**src/rtl/mips_multicycle_controller.sv**
```systemverilog
// Multicycle MIPS control FSM: sequences fetch/decode/execute/mem/wb.
// Optional bne support is enabled by defining BNE_EN.
module mips_multicycle_controller #(
  parameter int ALUCTRL_W = 3
) (
  input  logic                 clk,
  input  logic                 reset,
  input  logic [5:0]           op,
  input  logic [5:0]           funct,
  input  logic                 zero,
  input  logic                 mem_ready,
  output logic                 iord,
  output logic                 memwrite,
  output logic                 irwrite,
  output logic                 regdst,
  output logic                 memtoreg,
  output logic                 regwrite,
  output logic                 alusrca,
  output logic [1:0]           alusrcb,
  output logic [1:0]           pcsrc,
  output logic                 pcen,
  output logic [ALUCTRL_W-1:0] alucontrol,
  output logic                 illegal,
  output logic [3:0]           state_o
);

  typedef enum logic [3:0] {
    S_FETCH   = 4'd0,
    S_DECODE  = 4'd1,
    S_MEMADR  = 4'd2,
    S_MEMRD   = 4'd3,
    S_MEMWB   = 4'd4,
    S_MEMWR   = 4'd5,
    S_RTYPEEX = 4'd6,
    S_RTYPEWB = 4'd7,
    S_BEQEX   = 4'd8,
    S_ADDIEX  = 4'd9,
    S_ADDIWB  = 4'd10,
    S_JEX     = 4'd11,
    S_BNEEX   = 4'd12
  } state_t;

  localparam logic [5:0] OP_LW   = 6'b100011;
  localparam logic [5:0] OP_SW   = 6'b101011;
  localparam logic [5:0] OP_RTYP = 6'b000000;
  localparam logic [5:0] OP_BEQ  = 6'b000100;
  localparam logic [5:0] OP_ADDI = 6'b001000;
  localparam logic [5:0] OP_J    = 6'b000010;
`ifdef BNE_EN
  localparam logic [5:0] OP_BNE  = 6'b000101;
`endif

  state_t     state;
  state_t     nxt;
  logic       op_bad;
  logic       fn_bad;
  logic       pcwrite;
  logic       branch;
  logic       branch_ne;
  logic       irw;
  logic       rw;
  logic       mw;
  logic [1:0] aluop;
  logic [2:0] alu3;

  // state register, synchronous reset back to FETCH
  always_ff @(posedge clk) begin
    if (reset) state <= S_FETCH;
    else       state <= nxt;
  end

  // next-state logic; memory states stall until mem_ready
  always_comb begin
    nxt    = S_FETCH;
    op_bad = 1'b0;
    case (state)
      S_FETCH:  nxt = mem_ready ? S_DECODE : S_FETCH;
      S_DECODE: begin
        case (op)
          OP_LW, OP_SW: nxt = S_MEMADR;
          OP_RTYP:      nxt = S_RTYPEEX;
          OP_BEQ:       nxt = S_BEQEX;
          OP_ADDI:      nxt = S_ADDIEX;
          OP_J:         nxt = S_JEX;
`ifdef BNE_EN
          OP_BNE:       nxt = S_BNEEX;
`endif
          default: begin
            nxt    = S_FETCH;
            op_bad = 1'b1;
          end
        endcase
      end
      S_MEMADR:  nxt = (op == OP_SW) ? S_MEMWR : S_MEMRD;
      S_MEMRD:   nxt = mem_ready ? S_MEMWB : S_MEMRD;
      S_MEMWB:   nxt = S_FETCH;
      S_MEMWR:   nxt = mem_ready ? S_FETCH : S_MEMWR;
      S_RTYPEEX: nxt = S_RTYPEWB;
      S_RTYPEWB: nxt = S_FETCH;
      S_BEQEX:   nxt = S_FETCH;
      S_ADDIEX:  nxt = S_ADDIWB;
      S_ADDIWB:  nxt = S_FETCH;
      S_JEX:     nxt = S_FETCH;
      S_BNEEX:   nxt = S_FETCH;
      default:   nxt = S_FETCH;
    endcase
  end

  // Moore control word per state; unlisted outputs stay 0
  always_comb begin
    iord      = 1'b0;
    mw        = 1'b0;
    irw       = 1'b0;
    regdst    = 1'b0;
    memtoreg  = 1'b0;
    rw        = 1'b0;
    alusrca   = 1'b0;
    alusrcb   = 2'b00;
    pcsrc     = 2'b00;
    pcwrite   = 1'b0;
    branch    = 1'b0;
    branch_ne = 1'b0;
    aluop     = 2'b00;
    case (state)
      S_FETCH: begin
        alusrcb = 2'b01;
        irw     = mem_ready;
        pcwrite = mem_ready;
      end
      S_DECODE: alusrcb = 2'b11;
      S_MEMADR: begin
        alusrca = 1'b1;
        alusrcb = 2'b10;
      end
      S_MEMRD: iord = 1'b1;
      S_MEMWB: begin
        memtoreg = 1'b1;
        rw       = 1'b1;
      end
      S_MEMWR: begin
        iord = 1'b1;
        mw   = 1'b1;
      end
      S_RTYPEEX: begin
        alusrca = 1'b1;
        aluop   = 2'b10;
      end
      S_RTYPEWB: begin
        regdst = 1'b1;
        rw     = 1'b1;
      end
      S_BEQEX: begin
        alusrca = 1'b1;
        aluop   = 2'b01;
        pcsrc   = 2'b01;
        branch  = 1'b1;
      end
`ifdef BNE_EN
      S_BNEEX: begin
        alusrca   = 1'b1;
        aluop     = 2'b01;
        pcsrc     = 2'b01;
        branch_ne = 1'b1;
      end
`endif
      S_ADDIEX: begin
        alusrca = 1'b1;
        alusrcb = 2'b10;
      end
      S_ADDIWB: rw = 1'b1;
      S_JEX: begin
        pcsrc   = 2'b10;
        pcwrite = 1'b1;
      end
      default: ;
    endcase
  end

  // ALU decode; unknown R-type funct falls back to add
  always_comb begin
    alu3   = 3'b010;
    fn_bad = 1'b0;
    case (aluop)
      2'b00: alu3 = 3'b010;
      2'b01: alu3 = 3'b110;
      default: begin
        case (funct)
          6'b100000: alu3 = 3'b010;
          6'b100010: alu3 = 3'b110;
          6'b100100: alu3 = 3'b000;
          6'b100101: alu3 = 3'b001;
          6'b101010: alu3 = 3'b111;
          default: begin
            alu3   = 3'b010;
            fn_bad = 1'b1;
          end
        endcase
      end
    endcase
  end

  // write enables and flags are suppressed while reset is held
  always_comb begin
    pcen = (pcwrite | (branch & zero) | (branch_ne & ~zero)) & ~reset;
    irwrite  = irw & ~reset;
    regwrite = rw & ~reset;
    memwrite = mw & ~reset;
    illegal  = ((state == S_DECODE) & op_bad
              | (state == S_RTYPEEX) & fn_bad) & ~reset;
  end

  assign alucontrol = ALUCTRL_W'(alu3);
  assign state_o    = state;

endmodule
```
**config.mk**
```make
export PLATFORM = sky130hd
export DESIGN_NAME = mips_multicycle_controller
export DESIGN_NICKNAME = d
export VERILOG_FILES = /design/src/rtl/mips_multicycle_controller.sv
export SDC_FILE = /design/constraint.sdc
export NUM_CORES = 1
export LEC_CHECK = 0
export CORE_MARGIN = 5
export CORE_UTILIZATION = 30
export DETAILED_ROUTE_END_ITERATION = 12
export PLACE_DENSITY = 0.74
export SKIP_LAST_GASP = 1
export SLEW_MARGIN = 20
export SYNTH_ARGS = -nofsm -noshare
export SYNTH_HDL_FRONTEND = slang
export SYNTH_SLANG_ARGS = --single-unit
```
**constraint.sdc**
```tcl
create_clock -name clk -period 1.35 [get_ports clk]
set_input_delay 0.27 -clock clk [delete_from_list [all_inputs] [get_ports clk]]
set_output_delay 0.27 -clock clk [all_outputs]
set_load 0.05 [all_outputs]
```
==> metrics.cfg, run 1 <==
[place]
gp_congestion = 0.8205
hpwl_mm = 2.398
port-buffer-count = 35
dpl_worst_slack_ps = -698.6

[synth]
ys_seq_area_share_pct = 12.70
synth_edf_count = 0
yosysWarnings = 0
synth_top_family_by_area = simple AND/OR/NAND/NOR gates
async_flop_share_pct = 0
synth_area_um2 = 630.6
synth_ff_type = dfxtp_1
synth_compound_area_share_pct = 29.17
synth_cell_type_count = 38
synthMuxAreaShare_pct = 4.762
synth-seq-cells = 4
synth_nets = 109
synth_xor_area_share_pct = 4.167
syn_avg_cell_area_um2 = 6.781
synthCells = 93
synth_fa_ha_area_share_pct = 0
synth_simple_gate_area_share_pct = 39.29

[floorplan]
std_cell_rows = 16
io_pins = 36
die_w_um = 55.85
start_util_pct = 31.82
die_h_um = 55.85

[clock_tree]
htree_levels = 1
hold_buffers = 0
root_buffer = clkbuf_4
clock_tree.buffer_depth = 2
cts_resized = 64
cts_buffers = 3
cts_sinks = 4
postCtsSetupRepairBufs = 17

[status]
outcome = aborted with a tool error
lastStage = 4_1_cts
stop_error = [ERROR DPL-0038] Utilization greater than 100%, impossible to legalize

[cells in the mapped netlist (3+ instances only)]
cell type   n  area, um^2
a21oi_1     8       40.04
buf_2       5       25.02
dfxtp_1     4       80.08
inv_1       5       18.77
mux2i_1     3       30.03
nand2b_1    3       18.77
nand3_1     3       15.01
nand4_1     3       18.77
nor2_1      9       33.78
nor3_1     11       55.05
o21ai_0     3       15.01
or3_1       3       18.77
[cell families after synthesis]
group | count (synthesis)
muxes | 3
xor gates and xnor gates | 3
and+or+nand+nor | 43
buffers and inverters | 13
AOI/OAI and AO/OA | 27
DFF | 4
[stage by stage]
step / instance area, um^2 / setup TNS, ps / std cells / utilization [%] / hold slack, ps
global placement: 1648 / -5042 / 183 / 83.14 / 642.9
floorplan: 894.6 / -4004 / 93 / - / 344.6
detailed placement: 1648 / -5844 / 183 / 83.14 / 655.9
==> run 2: changes to the inputs <==
--- a/config.mk
+++ b/config.mk
@@ -5,10 +5,10 @@
 export SDC_FILE = /design/constraint.sdc
 export NUM_CORES = 1
 export LEC_CHECK = 0
-export CORE_MARGIN = 5
-export CORE_UTILIZATION = 30
+export CORE_AREA = 5 5 66 68
 export DETAILED_ROUTE_END_ITERATION = 12
-export PLACE_DENSITY = 0.74
+export DIE_AREA = 0 0 71 73
+export PLACE_DENSITY_LB_ADDON = 0.15
 export SKIP_LAST_GASP = 1
 export SLEW_MARGIN = 20
 export SYNTH_ARGS = -nofsm -noshare
==> constraint.sdc (replaced) <==
create_clock -name clk -period 1.76 [get_ports clk]
set_input_delay 0.352 -clock clk [delete_from_list [all_inputs] [get_ports clk]]
set_output_delay 0.352 -clock clk [all_outputs]
set_load 0.05 [all_outputs]
==> run 2 against run 1 <==
  * The flow now finishes, with violations (negative setup slack)
  * Synthesized cell count unchanged
  * Synthesized area unchanged
==> metrics.cfg, run 2 <==
[clock_tree]
clock_tree.buffer_depth = 2  ; unchanged
cts_sinks = 4  ; unchanged
root_buffer = clkbuf_8
clkLatencyLatePin_ps = 220
htree_levels = 1  ; unchanged
cts_buffers = 3  ; unchanged
clk_pin_slew_ps = 40
tritoncts = built

[critical_path]
r2r_slack_ps = 170
cp_data_arrival_time_ps = 1550
worstSetupPathType = reg2out
cp-end-kind = output pin
critPathLaunchType = flop
reg2reg_from = state_o[1]
reg2reg_to = state_o[0]
cp_max_fo = 2
cp.required_ps = 1410
cpPeakStageDelay_ps = 360
path_buf_inv = 1
critPathTopFamily = simple AND/OR/NAND/NOR gates
slowest_stage = or3_4
crit_path_frequent_cell = or3_4
r2r_cells = 6
path_cells = nand2b_4 > or3_4 > or3_4 > buf_8

[synth]
synth_edf_count = 0  ; unchanged
synth_top_area_share_pct = 12.70  ; unchanged
synth_area_leader_cell = dfxtp_1
synth-seq-cells = 4  ; unchanged
synth_ff_type = dfxtp_1
yosysWarnings = 0  ; unchanged
async_flop_share_pct = 0  ; unchanged
synthTopCellsByArea = dfxtp_1 13%, nor3_1 8.7%, a21oi_1 6.3%, nor2_1 5.4%, mux2i_1 4.8%
synth_common_cells = 11 x nor3_1, 9 x nor2_1, 8 x a21oi_1
yosysMostFrequentCell = nor3_1
synth_cell_type_count = 38  ; unchanged
syn_avg_cell_area_um2 = 6.781  ; unchanged
synth_nets = 109  ; unchanged
synthCells = 93  ; unchanged
synth_area_um2 = 630.6  ; unchanged
ys_seq_area_share_pct = 12.70  ; unchanged

[worst_hold_path]
worstHoldStart = op[2]
min_to = state_o[0]
hp-class = in2reg
whs_path_depth = 5

[detailed_routing]
wirelength_mm = 2.659
drt_pass1_iterations = 4
drc = 0
met1_length_mm = 1.065
wire_per_inst_um = 12.91
wl_met2_mm = 1.425
top_layer_used = met4
vias_per_cell = 4.563
wl_met3_um = 151
drt_iter0_drc = 16
vias = 940
ant_nets = 0

[finish]
regArea_um2 = 92.59
fin_area_um2 = 1707
final_common_cell = buf_4
multi_input_area_um2 = 695.7
fillers = 403
area_growth_pct = 170.6
largest_reg_flops = 4
finalNetCount = 173
antenna_cells = 0
fin_util_pct = 44.93
layout_common_cells = 26 x buf_4, 21 x buf_12, 9 x dlygate4sd2_1
drive_gt1_share_pct = 60.26

[floorplan]
io_pins = 36  ; unchanged
die_area_um2 = 5183
std_cell_rows = 23  ; +7
die_w_um = 71  ; +27%
die_h_um = 73  ; +31%
start_util_pct = 16.60  ; -15 points
coreArea_um2 = 3799

[pwr]
leakagePower_nw = 0.6591
switchingPower_w = 0.0002284
p_comb_share_pct = 52.1
clock_power_share_pct = 32.9
irDropWorstVdd_v = 0.0002632
power.density_nw_per_um2 = 371.6
p_int_w = 0.0004058
pwr-share-seq_pct = 15.1
switching_share_pct = 36.01

[sta]
rsz0062_at_grt = true
finClkSkew_ps = 7.934
worst-slew-pin-transition_ps = 318.4
slew_headroom_pct = 78.70
tns_ps = -367.2
fin_ws_ps = -142.5
report.final.hold_viol_count = 0
min_period_ps = 1902
fmax_mhz = 525.6
setup_viol = 5
hold_slack_ps = 602.2
drv_slew = 0
min_period_over_period_pct = 108.1

[global_routing]
grt.overflow.total = 0
track_usage_pct = 11.45
grt_pass1_wl_mm = 4.767
grt_pass1_vias = 1021
grt_max_degree = 14
antenna_found_initial = 0

[place]
dpl_worst_slack_ps = -429.8  ; +268.7 ps
gp_congestion = 0.7880  ; -4.0%
placed_area_um2 = 1536  ; -6.8%
port-buffer-count = 35  ; unchanged
hpwl_mm = 2.080  ; -13%

[status]
violations = negative setup slack
outcome = finished, violations left

[job]
drv_cap = 0

==> run 2: kinds of logic after synthesis <==
kind of cell | share of synthesized area (%)
AOI/OAI and AO/OA | 29.17
xor gates and xnor gates | 4.167
buffers and inverters | 9.919
DFF | 12.70
muxes | 4.762
and+or+nand+nor | 39.29
==> run 2: layer usage <==
metal  vias to the layer above  GRT usage [%]
li1                        474              -
met1                       438          12.30
met2                        25          21.11
met3                         3          3.444
met4                         0          4.175
met5                         -              0
==> run 2: repair_timing <==
item / in CTS / in global routing
pin swaps: 17 / 7
gates resized for setup: 40 / 9
endpoints found under the setup margin: 9 / 11
hold endpoints to repair: 0 / 0
hold buffers: 0 / 0
buffers inserted: 9 / 0
==> run 2: area by class of cell <==
cell class,count,share of cell area (%)
tap,50,3.666
sequential,4,5.425
timing repair buffer,66,46.19
multi-input combinational,76,40.76
inverter,6,1.320
clock buffer,4,2.639
==> run 2: worst min-delay path, cell delays in order <==
cell and delay (ps):
clkbuf_2 110, buf_4 110, nor3_1 50, nand4_1 80
a211oi_1 70
==> run 2: worst max-delay path by stage <==
stage | start | to | slack (ps) | depth (start not counted)
6_report | state_o[3] | alucontrol[1] | -140 | 4
3_5_place_dp | funct[4] | alucontrol[1] | -430 | 5
2_1_floorplan | state_o[1] | regwrite | -180 | 6
3_3_place_gp | funct[4] | alucontrol[1] | -430 | 5
5_1_grt | state_o[3] | alucontrol[1] | -170 | 4
4_1_cts | state_o[3] | alucontrol[1] | -140 | 4
==> run 2: power groups by stage <==
| stage | sequential, W | combinational (W) | clock (W) |
|---|---|---|---|
| 5_1_grt | 0.0000962 | 0.000352 | 0.000225 |
| 6_report | 0.0000955 | 0.000330 | 0.000209 |
| 2_1_floorplan | 0.000110 | 0.000146 | 0 |
| 3_5_place_dp | 0.0000966 | 0.000319 | 0 |
| 3_3_place_gp | 0.0000965 | 0.000316 | 0 |
| 4_1_cts | 0.0000954 | 0.000330 | 0.000219 |
==> run 2: metrics by stage <==
stage               total power, W  cells
floorplan                0.0002554     93
global placement         0.0004126    194
detailed placement       0.0004155    194
CTS                      0.0006446    207
global route             0.0006738    206
finish                   0.0006342    206
(Power assumes the default switching activity.)
